### src/rtl/tetris_input.sv
// tetris_input: button conditioner for the tetris top level.
//
// Takes six raw, asynchronous, bouncing push-button levels and produces
// clean single-cycle command pulses. Each button goes through a two-flop
// synchroniser and a debounce counter. A registered pulse is produced on
// every accepted press. Left, right and down also auto-repeat while they
// are held.
//
// Ports:
//   clk            system clock
//   reset          synchronous, active-high reset
//   btn_*          raw button levels, 1 = pressed
//   move_left / move_right / move_down / drop / rotate_right / rotate_left
//                  one-cycle command pulses (registered)
//   held           debounced levels {rot_left, rot_right, drop, down, right, left}
module tetris_input #(
  parameter int DebounceCycles = 1000000,
  parameter int RepeatDelay    = 25000000,
  parameter int RepeatPeriod   = 8000000
) (
  input  logic       clk,
  input  logic       reset,
  input  logic       btn_left,
  input  logic       btn_right,
  input  logic       btn_down,
  input  logic       btn_drop,
  input  logic       btn_rot_right,
  input  logic       btn_rot_left,
  output logic       move_left,
  output logic       move_right,
  output logic       move_down,
  output logic       drop,
  output logic       rotate_right,
  output logic       rotate_left,
  output logic [5:0] held
);

  localparam int DW   = (DebounceCycles > 1) ? $clog2(DebounceCycles) : 1;
  localparam int RMAX = (RepeatDelay > RepeatPeriod) ? RepeatDelay : RepeatPeriod;
  localparam int RW   = (RMAX > 1) ? $clog2(RMAX) : 1;

  localparam logic [DW-1:0] DCNT_LAST   = DW'(DebounceCycles - 1);
  localparam logic [RW-1:0] DELAY_LAST  = RW'(RepeatDelay - 1);
  localparam logic [RW-1:0] PERIOD_LAST = RW'(RepeatPeriod - 1);

  localparam logic [1:0] ST_IDLE   = 2'd0;
  localparam logic [1:0] ST_DELAY  = 2'd1;
  localparam logic [1:0] ST_PERIOD = 2'd2;

  logic [5:0] raw;
  logic [5:0] sync1;
  logic [5:0] sync2;
  logic [5:0] stable;
  logic [5:0] accept;   // debounce counter expires on this edge: level flips
  logic [5:0] rise;
  logic [2:0] rep_hit;

  // Bit order matches the held output.
  assign raw = {btn_rot_left, btn_rot_right, btn_drop, btn_down, btn_right, btn_left};

  // Two-flop synchroniser; everything downstream reads sync2 only.
  always_ff @(posedge clk) begin
    if (reset) begin
      sync1 <= 6'b0;
      sync2 <= 6'b0;
    end else begin
      sync1 <= raw;
      sync2 <= sync1;
    end
  end

  for (genvar g = 0; g < 6; g++) begin : g_deb
    logic [DW-1:0] dcnt;
    logic          level;

    assign stable[g] = level;
    assign accept[g] = (sync2[g] != level) && (dcnt == DCNT_LAST);
    assign rise[g]   = accept[g] & ~level;

    // Debounce: the synchronised level must differ from the accepted one
    // for DebounceCycles consecutive edges; any bounce back restarts it.
    always_ff @(posedge clk) begin
      if (reset) begin
        dcnt  <= {DW{1'b0}};
        level <= 1'b0;
      end else if (sync2[g] == level) begin
        dcnt <= {DW{1'b0}};
      end else if (dcnt == DCNT_LAST) begin
        level <= sync2[g];
        dcnt  <= {DW{1'b0}};
      end else begin
        dcnt <= dcnt + DW'(1);
      end
    end
  end

  for (genvar g = 0; g < 3; g++) begin : g_rep
    logic [1:0]    state;
    logic [RW-1:0] rcnt;
    logic          conflict;
    logic          fall;
    logic          hit;

    // Left and right pressed together freeze each other's repeat.
    if (g < 2) begin : g_lr
      assign conflict = stable[0] & stable[1];
    end else begin : g_dn
      assign conflict = 1'b0;
    end

    assign fall       = accept[g] & stable[g];
    assign rep_hit[g] = hit;

    // Repeat pulse when the running count reaches the end of its phase;
    // never on the release edge or while frozen by a conflict.
    always_comb begin
      hit = 1'b0;
      if (stable[g] && !fall && !conflict) begin
        case (state)
          ST_DELAY:  hit = (rcnt == DELAY_LAST);
          ST_PERIOD: hit = (rcnt == PERIOD_LAST);
          default:   hit = 1'b0;
        endcase
      end else begin
        hit = 1'b0;
      end
    end

    // Repeat FSM: IDLE -> DELAY on press -> PERIOD after first repeat.
    always_ff @(posedge clk) begin
      if (reset) begin
        state <= ST_IDLE;
        rcnt  <= {RW{1'b0}};
      end else if (fall || (!stable[g] && !rise[g])) begin
        state <= ST_IDLE;
        rcnt  <= {RW{1'b0}};
      end else if (rise[g] || conflict) begin
        state <= ST_DELAY;
        rcnt  <= {RW{1'b0}};
      end else if (hit) begin
        state <= ST_PERIOD;
        rcnt  <= {RW{1'b0}};
      end else begin
        rcnt <= rcnt + RW'(1);
      end
    end
  end

  // Registered command pulses.
  always_ff @(posedge clk) begin
    if (reset) begin
      move_left    <= 1'b0;
      move_right   <= 1'b0;
      move_down    <= 1'b0;
      drop         <= 1'b0;
      rotate_right <= 1'b0;
      rotate_left  <= 1'b0;
    end else begin
      move_left    <= rise[0] | rep_hit[0];
      move_right   <= rise[1] | rep_hit[1];
      move_down    <= rise[2] | rep_hit[2];
      drop         <= rise[3];
      rotate_right <= rise[4];
      rotate_left  <= rise[5];
    end
  end

  assign held = stable;

endmodule
### config.mk
export PLATFORM = sky130hd
export DESIGN_NAME = tetris_input
export DESIGN_NICKNAME = d
export VERILOG_FILES = /design/src/rtl/tetris_input.sv
export SDC_FILE = /design/constraint.sdc
export NUM_CORES = 1
export LEC_CHECK = 0
export BUFFER_PORTS_ARGS = -buffer_cell sky130_fd_sc_hd__buf_4
export CAP_MARGIN = 30
export CORE_ASPECT_RATIO = 0.5
export CORE_UTILIZATION = 55
export DETAILED_ROUTE_END_ITERATION = 12
export PLACE_DENSITY = 0.71
export SLEW_MARGIN = 20
export SYNTH_ARGS = -nofsm -noshare
export SYNTH_HDL_FRONTEND = slang
export SYNTH_SLANG_ARGS = --single-unit
### constraint.sdc
create_clock -name clk -period 6.74 [get_ports clk]
set_clock_uncertainty 0.05 [all_clocks]
set_input_delay 1.685 -clock clk [delete_from_list [all_inputs] [get_ports clk]]
set_output_delay 1.685 -clock clk [all_outputs]
set_load 0.05 [all_outputs]
==> results of run 1 <==
==> through the flow <==
stage / hold slack [ns] / setup slack, ns
after floorplan: 0.364 / 3.91
after global placement: 0.368 / 3.56
after detailed placement: 0.374 / 3.49
after CTS: 0.389 / 3.54
after global routing: 0.412 / 3.35
final: 0.384 / 3.57
==> final cells by class <==
cell class,count,area share [%]
clock inverter,6,0.568
sequential,225,41.7
clock buffer,31,6.05
tap,234,2.71
timing repair buffer,19,1.32
multi-input combinational,829,46.8
inverter,22,0.765
==> metal layers <==
layer / vias to the layer above / GRT usage [%] / routed length (um)
li1: 3769 / - / -
met1: 3401 / 26.5 / 8750
met2: 57 / 31.4 / 7920
met3: 24 / 3.63 / 495
met4: 0 / 3.85 / 252
met5: - / 0 / 0
==> sequential cells by signal, summed over array words and instances (netlist names) <==
signal        flops
drop              1
g_deb.dcnt      120
g_deb.level       6
g_rep.rcnt       75
g_rep.state       6
move_down         1
move_left         1
move_right        1
rotate_left       1
rotate_right      1
sync1             6
sync2             6
==> layout by cell type (no fill, tap or decap), types with 22 or more instances in the layout <==
cell,count
and3_1,32
dfxtp_1,225
inv_1,22
nand2_1,75
nand3_1,86
nand4_1,44
nor2_1,241
nor3_1,22
xnor2_1,60
xor2_1,121
==> kinds of logic (layout without fill, tap and decap cells) <==
kind of cell	count (synthesis)	in the layout	synth area share [%]
simple gates	607	607	31.1
flops	225	225	45.7
xor+xnor	181	181	16.1
buf+inv	53	78	2.92
fa+ha+maj	18	18	2.29
compound gates	17	17	1.26
mux	6	6	0.610
==> worst max path at each step <==
stage               cells past startpoint                end        startpoint  slack [ns]
floorplan                               5  g_rep[2].state[0]             reset        3.91
global placement                        3  g_rep[2].rcnt[21]             reset        3.56
detailed placement                      3  g_rep[2].rcnt[17]             reset        3.49
CTS                                     9  g_rep[2].rcnt[17]  g_deb[2].dcnt[0]        3.54
global route                            9  g_rep[2].rcnt[17]  g_deb[2].dcnt[0]        3.35
finish                                  9   g_rep[2].rcnt[6]  g_deb[2].dcnt[0]        3.57
==> power by group <==
part           total, mW  internal (mW)  switching [mW]  leakage [nW]
Sequential          1.34           1.33         0.00275          1.81
Combinational     0.0180        0.00688          0.0111          1.39
Clock               1.21          0.711           0.498         0.360
==> metrics.md, run 1 <==
| Metric | Value |
|---|---|
| Net Count, Synth | 1,133 |
| Critical path buffer and inverter count | 0 |
| Area of the mapped netlist | 9850 um^2 |
| P_leak | 3.57 nW |
| RSZ-0062 raised after global routing | no |
| Post-synth top area cell | dfxtp_1 |
| Post-CTS setup buffer count | 0 |
| Power per Cell Area | 238 nW/um^2 |
| Yosys warnings | 0 |
| Final setup viols | 0 |
| RR Endpoint | g_rep[2].rcnt[6] |
| Post-Place Cells | 1,329 |
| R2r worst-path depth | 9 |
| Routed WL | 17.4 mm |
| Drt initial violations | 288 |
| Crit start category | register |
| Routed vias/inst | 5.31 |
| Clock Root Buffer | clkbuf_16 |
| Row cnt | 34 |
| Post-route ant nets | 0 |
| Average size of a mapped cell | 8.89 um^2 |
| Crit path DAT | 3.53 ns |
| Outcome | complete, no violations |
| Layout area overhead | 9.59% |
| Sequential cell area | 4500 um^2 |
| Flop-to-flop setup slack | 3.57 ns |
| Post-synth EDFFs | 0 |
| Yosys top cell area share | 45.7% |
| Final #Nets | 1,144 |
| Seq/Total Area, Yosys | 45.7% |
| Drt wl/cell | 12.7 um |
| Seq cells post-synth | 225 |
| Post-route insts no fill | 1,366 |
| Max Cap Viol | 0 |
| Worst slew pin tran | 0.836 ns |
| CP endpoint kind | register |
| Achievable frequency | 316 MHz |
| H-tree depth | 1 |
| Final Cell Area | 10,800 um^2 |
| Hold worst-path end | sync2[5] |
| Synth unique cells | 51 |
| Hold Violations, Final | 0 |
| Final period utilization | 47.0% |
| Hold path startpoint | sync1[5] |
| Max-slew violations | 0 |
| Initial antenna violation count | 0 |
| Die span in y | 96.6 um |
| CTS sink cnt | 225 |
| Fin crit period | 3.17 ns |
| Area taken by multi-input logic gates | 5050 um^2 |
| Routability Congestion | 0.794 |
| Largest stage delay, worst path | 0.81 ns |
| TritonCTS Buffers | 21 |
| Post-synth top cells | 241 x nor2_1, 225 x dfxtp_1, 121 x xor2_1, 86 x nand3_1, 75 x nand2_1 |
| Final core utilization | 61.9% |
| Port Buffers | 19 |
| Antenna diode count | 0 |
| Crit-path max FO | 25 |
| Slowest-stage cell, CP | or4_1 |
| Core Footprint | 17,400 um^2 |
| Drt first pass iters | 4 |
| Ys async rst share | 0% |
| Overflow after GRT | 0 |
| Layout cells sized above 1 | 6.10% |
| Largest net degree at the start of global routing | 38 |
| Top Family by Delay on Critical Path | simple AND/OR/NAND/NOR gates |
| GRT Util Overall | 19.2% |
| Number of global-route vias before repair | 6,741 |
| RR Startpoint | g_deb[2].dcnt[0] |
| Top cells by area, synth | dfxtp_1 46%, xor2_1 11%, nor2_1 9.2% |
| Setup CP Type | reg -> reg |
| Hold crit path type | reg -> reg |
| Power, Total | 2.56 mW |
| CTS tree | yes |
| Clk_lat worst skew | 0.49 ns |
| DRC errors left | 0 |
| Most common cell in the synthesized netlist | nor2_1 |
| CTS Hold Bufs | 0 |
| Global-route wire length before repair | 30.3 mm |
| Cells after Synth | 1,107 |
| Fill cells | 1,510 |
| Initial Util | 56.4% |
| Die area | 18,500 um^2 |
| Num ports | 20 |
| Setup TNS | 0 ns |
| Post-CTS sizing | 0 |
| Clock slew at reported path FFs | 0.06 ns |
| Synth Flop Type | dfxtp_1 |
| Placed wire-length estimate | 11.7 mm |
| Maximum root-to-sink buffer count | 3 |
| Die width | 191 um |
| Cell depth of the worst hold path | 1 |
| Placed Area | 10,100 um^2 |
| DR vias | 7,251 |
| Slew Limit Headroom | 43.8% |
| Worst Path Required | 7.10 ns |
| Peak supply drop | 0.143 mV |
| Crit-path cells | ha_1 > nand3_1 > or4_1 > ha_1 > nor3b_1 > nand4_1 > a2111oi_2 > or4_1 > nor2_1 |
(Power assumes the default switching activity.)
==> run 2: changes to the inputs <==
PLACE_DENSITY = 0.74   (was 0.71)
clock period = 2.72 ns   (was 6.74 ns; I/O delays follow)
==> run 2 against run 1 <==
  * Sequential cell count stayed put
  * Clock-buffer cell count is 1 higher
  * First-iteration DRC count is 32% higher
  * Wire length is 7.7% higher
  * Core utilization is 1.6 points higher
  * Fmax is 18% higher
  * Worst hold slack worse by 0.034 ns
  * Setup slack worse by 3.5 ns
  * Sequential share of layout area is 0.96 points lower
  * Register-to-register slack worse by 3.5 ns
  * Critical endpoint is now g_rep[2].rcnt[21]
  * Largest cell class unchanged
  * Largest power group unchanged
==> metrics.md, run 2 (same netlist as run 1, synthesis figures left out) <==
| Metric | Value |
|---|---|
| Outcome | complete, no violations |
| Fill cells | 1,471 (-2.6%) |
| Max Cap Viol | 0 (unchanged) |
| CTS sink cnt | 225 (unchanged) |
| Logic gate share of total power | 0.8% (about the same) |
| Core Footprint | 17,400 um^2 (unchanged) |
| Peak supply drop | 0.334 mV (+130%) |
| Top flop regs | g_deb.dcnt (120), g_rep.rcnt (75) |
| Clk_lat worst skew | 0.49 ns (about the same) |
| Sw Pwr | 1.24 mW (+140%) |
| Port Buffers | 19 (unchanged) |
| Hold Violations, Final | 0 (unchanged) |
| Sw frac | 20.1% (+0.11 points) |
| Overflow after GRT | 0 (unchanged) |
| H-tree depth | 1 (unchanged) |
| Area taken by multi-input logic gates | 5180 um^2 (+2.6%) |
| Sequential cell area | 4510 um^2 (+0.19%) |
| Maximum root-to-sink buffer count | 3 (unchanged) |
| CTS Hold Bufs | 0 (unchanged) |
| Achievable frequency | 373 MHz (+18%) |
| Hold crit path type | in -> reg |
| Die width | 191 um (unchanged) |
| Die span in y | 96.6 um (unchanged) |
| Slew Limit Headroom | 45.9% (+2.1 points) |
| Max reg flops | 120 (unchanged) |
| Most flops, register | g_deb.dcnt |
| DR vias | 7,532 (+3.9%) |
| Drt wl/cell | 13.5 um (+6.1%) |
| CTS tree | yes |
| Crit path DAT | 3.05 ns (-0.48 ns) |
| Final setup viols | 0 (unchanged) |
| Layout cells sized above 1 | 9.11% (+3.0 points) |
| Max-slew violations | 0 (unchanged) |
| Hold Slack | 0.350 ns (-0.0337 ns) |
| Cell Int Power | 4.95 mW (+140%) |
| TritonCTS Buffers | 20 (-4.8%) |
| Pre-CTS worst setup slack | 0.00965 ns (-3.48 ns) |
| Final core utilization | 63.4% (+1.6 points) |
| Routability Congestion | 0.816 (+2.8%) |
| Clock power frac | 45.8% (-1.4 points) |
| Final #Nets | 1,165 (+1.8%) |
| Post-route insts no fill | 1,387 (+1.5%) |
| Placed wire-length estimate | 12.3 mm (+4.3%) |
| Most frequent CP cell | or4_4 |
| Largest net degree at the start of global routing | 38 (unchanged) |
| Commonest non-fill, non-tap cell in the layout | nor2_1 |
| Worst Path Required | 3.09 ns (-4.01 ns) |
| Setup TNS | 0 ns (unchanged) |
| Crit start category | register |
| Setup ws final | 0.0380 ns (-3.54 ns) |
| Reg power frac | 53.5% (+1.4 points) |
| Initial Util | 56.4% (unchanged) |
| Slowest-stage cell, CP | or4_4 |
| Setup CP Type | reg -> reg |
| Crit-path max FO | 15 (-40%) |
| Most frequent cells in the layout | 235 x nor2_1, 218 x dfxtp_1, 121 x xor2_1, 84 x nand3_1, 75 x nand2_1 |
| Drt first pass iters | 5 (+1) |
| Final period utilization | 98.6% (+52 points) |
| Layout area overhead | 12.4% |
| Crit-path cells | and3_1 > nand3_2 > or4_4 > ha_4 > nor3b_1 > nand4_1 > a2111oi_4 > or4_4 > buf_12 > nor2_1 |
| Post-Place Cells | 1,346 (+1.3%) |
| RSZ-0062 raised after global routing | yes |
| Worst slew pin tran | 0.805 ns (-0.0306 ns) |
| Number of global-route vias before repair | 7,026 (+4.2%) |
| GRT Util Overall | 20.2% (+0.99 points) |
| Routed WL | 18.8 mm (+7.7%) |
| CP endpoint kind | register |
| Drt initial violations | 381 (+32%) |
| Clock slew at reported path FFs | 0.06 ns (about the same) |
| P_leak | 3.66 nW (+2.6%) |
| Clock Root Buffer | clkbuf_16 |
| Num ports | 20 (unchanged) |
| Initial antenna violation count | 0 (unchanged) |
| Largest stage delay, worst path | 0.55 ns (-0.26 ns) |
| Die area | 18,500 um^2 (unchanged) |
| Routed vias/inst | 5.43 (+2.3%) |
| Fin crit period | 2.68 ns (-0.483 ns) |
| Global-route wire length before repair | 31.7 mm (+4.4%) |
| Antenna diode count | 0 (unchanged) |
| Power per Cell Area | 560 nW/um^2 (+140%) |
| DRC errors left | 0 (unchanged) |
| Row cnt | 34 (unchanged) |
| Post-route ant nets | 0 (unchanged) |
## run 2: changes by cell type in the layout (fill, tap and decap cells not counted), sizes merged
cell and change:
buf +20, clkbuf +1, nand4 +2, clkinv -2, inv -1, clkinvlp +1
## run 2: final timing paths
path                          start                end  slack (ns)  cells after the start
setup / recovery  g_deb[2].dcnt[16]  g_rep[2].rcnt[21]        0.04                     10
setup reg to reg  g_deb[2].dcnt[16]  g_rep[2].rcnt[21]        0.04                     10
hold reg to reg            sync1[2]           sync2[2]        0.39                      1
hold / removal             btn_down           sync1[2]        0.35                      2
## run 2: power by group through the flow
stage	clock, mW	sequential [mW]	combinational [mW]
final	2.84	3.31	0.0475
after global routing	3.04	3.31	0.0528
after CTS	2.90	3.31	0.0476
after detailed placement	0	3.39	0.0473
after global placement	0	3.39	0.0461
after floorplan	0	3.38	0.0327
## run 2: layout make-up
cell class	instances	share of cell area (%)
multi-input combinational	831	46.9
sequential	225	40.8
clock buffer	32	5.48
timing repair buffer	39	3.05
tap	234	2.65
inverter	22	0.746
clock inverter	4	0.430
## run 2: metrics by stage
| stage | total power [mW] | cell area [um^2] |
|---|---|---|
| after global placement | 3.43 | 10200 |
| after detailed placement | 3.43 | 10200 |
| after global routing | 6.40 | 11100 |
| after floorplan | 3.42 | 9850 |
| final | 6.19 | 11100 |
| after CTS | 6.26 | 10900 |
## run 2: routing by layer
metal | GRT usage, % | part of all wire (%) | up-vias
met4 | 4.21 | 1.5 | 0
met3 | 3.92 | 3.7 | 27
met5 | 0 | 0 | -
met1 | 26.9 | 49 | 3575
li1 | - | - | 3828
met2 | 33.9 | 46 | 102
## run 2: critical path, delay by kind of cell (launching register included)
family	cells	cell delay, ns
adders and majority gates	1	0.17
AOI/OAI and AO/OA	1	0.08
buffers and inverters	1	0.18
and+or+nand+nor	7	1.78
DFF	1	0.36
## run 2: repair_timing
action	CTS	global route
endpoints found under the setup margin	2	67
pin swaps	0	8
gates resized for setup	1	32
gates cloned	0	3
setup buffers	0	2
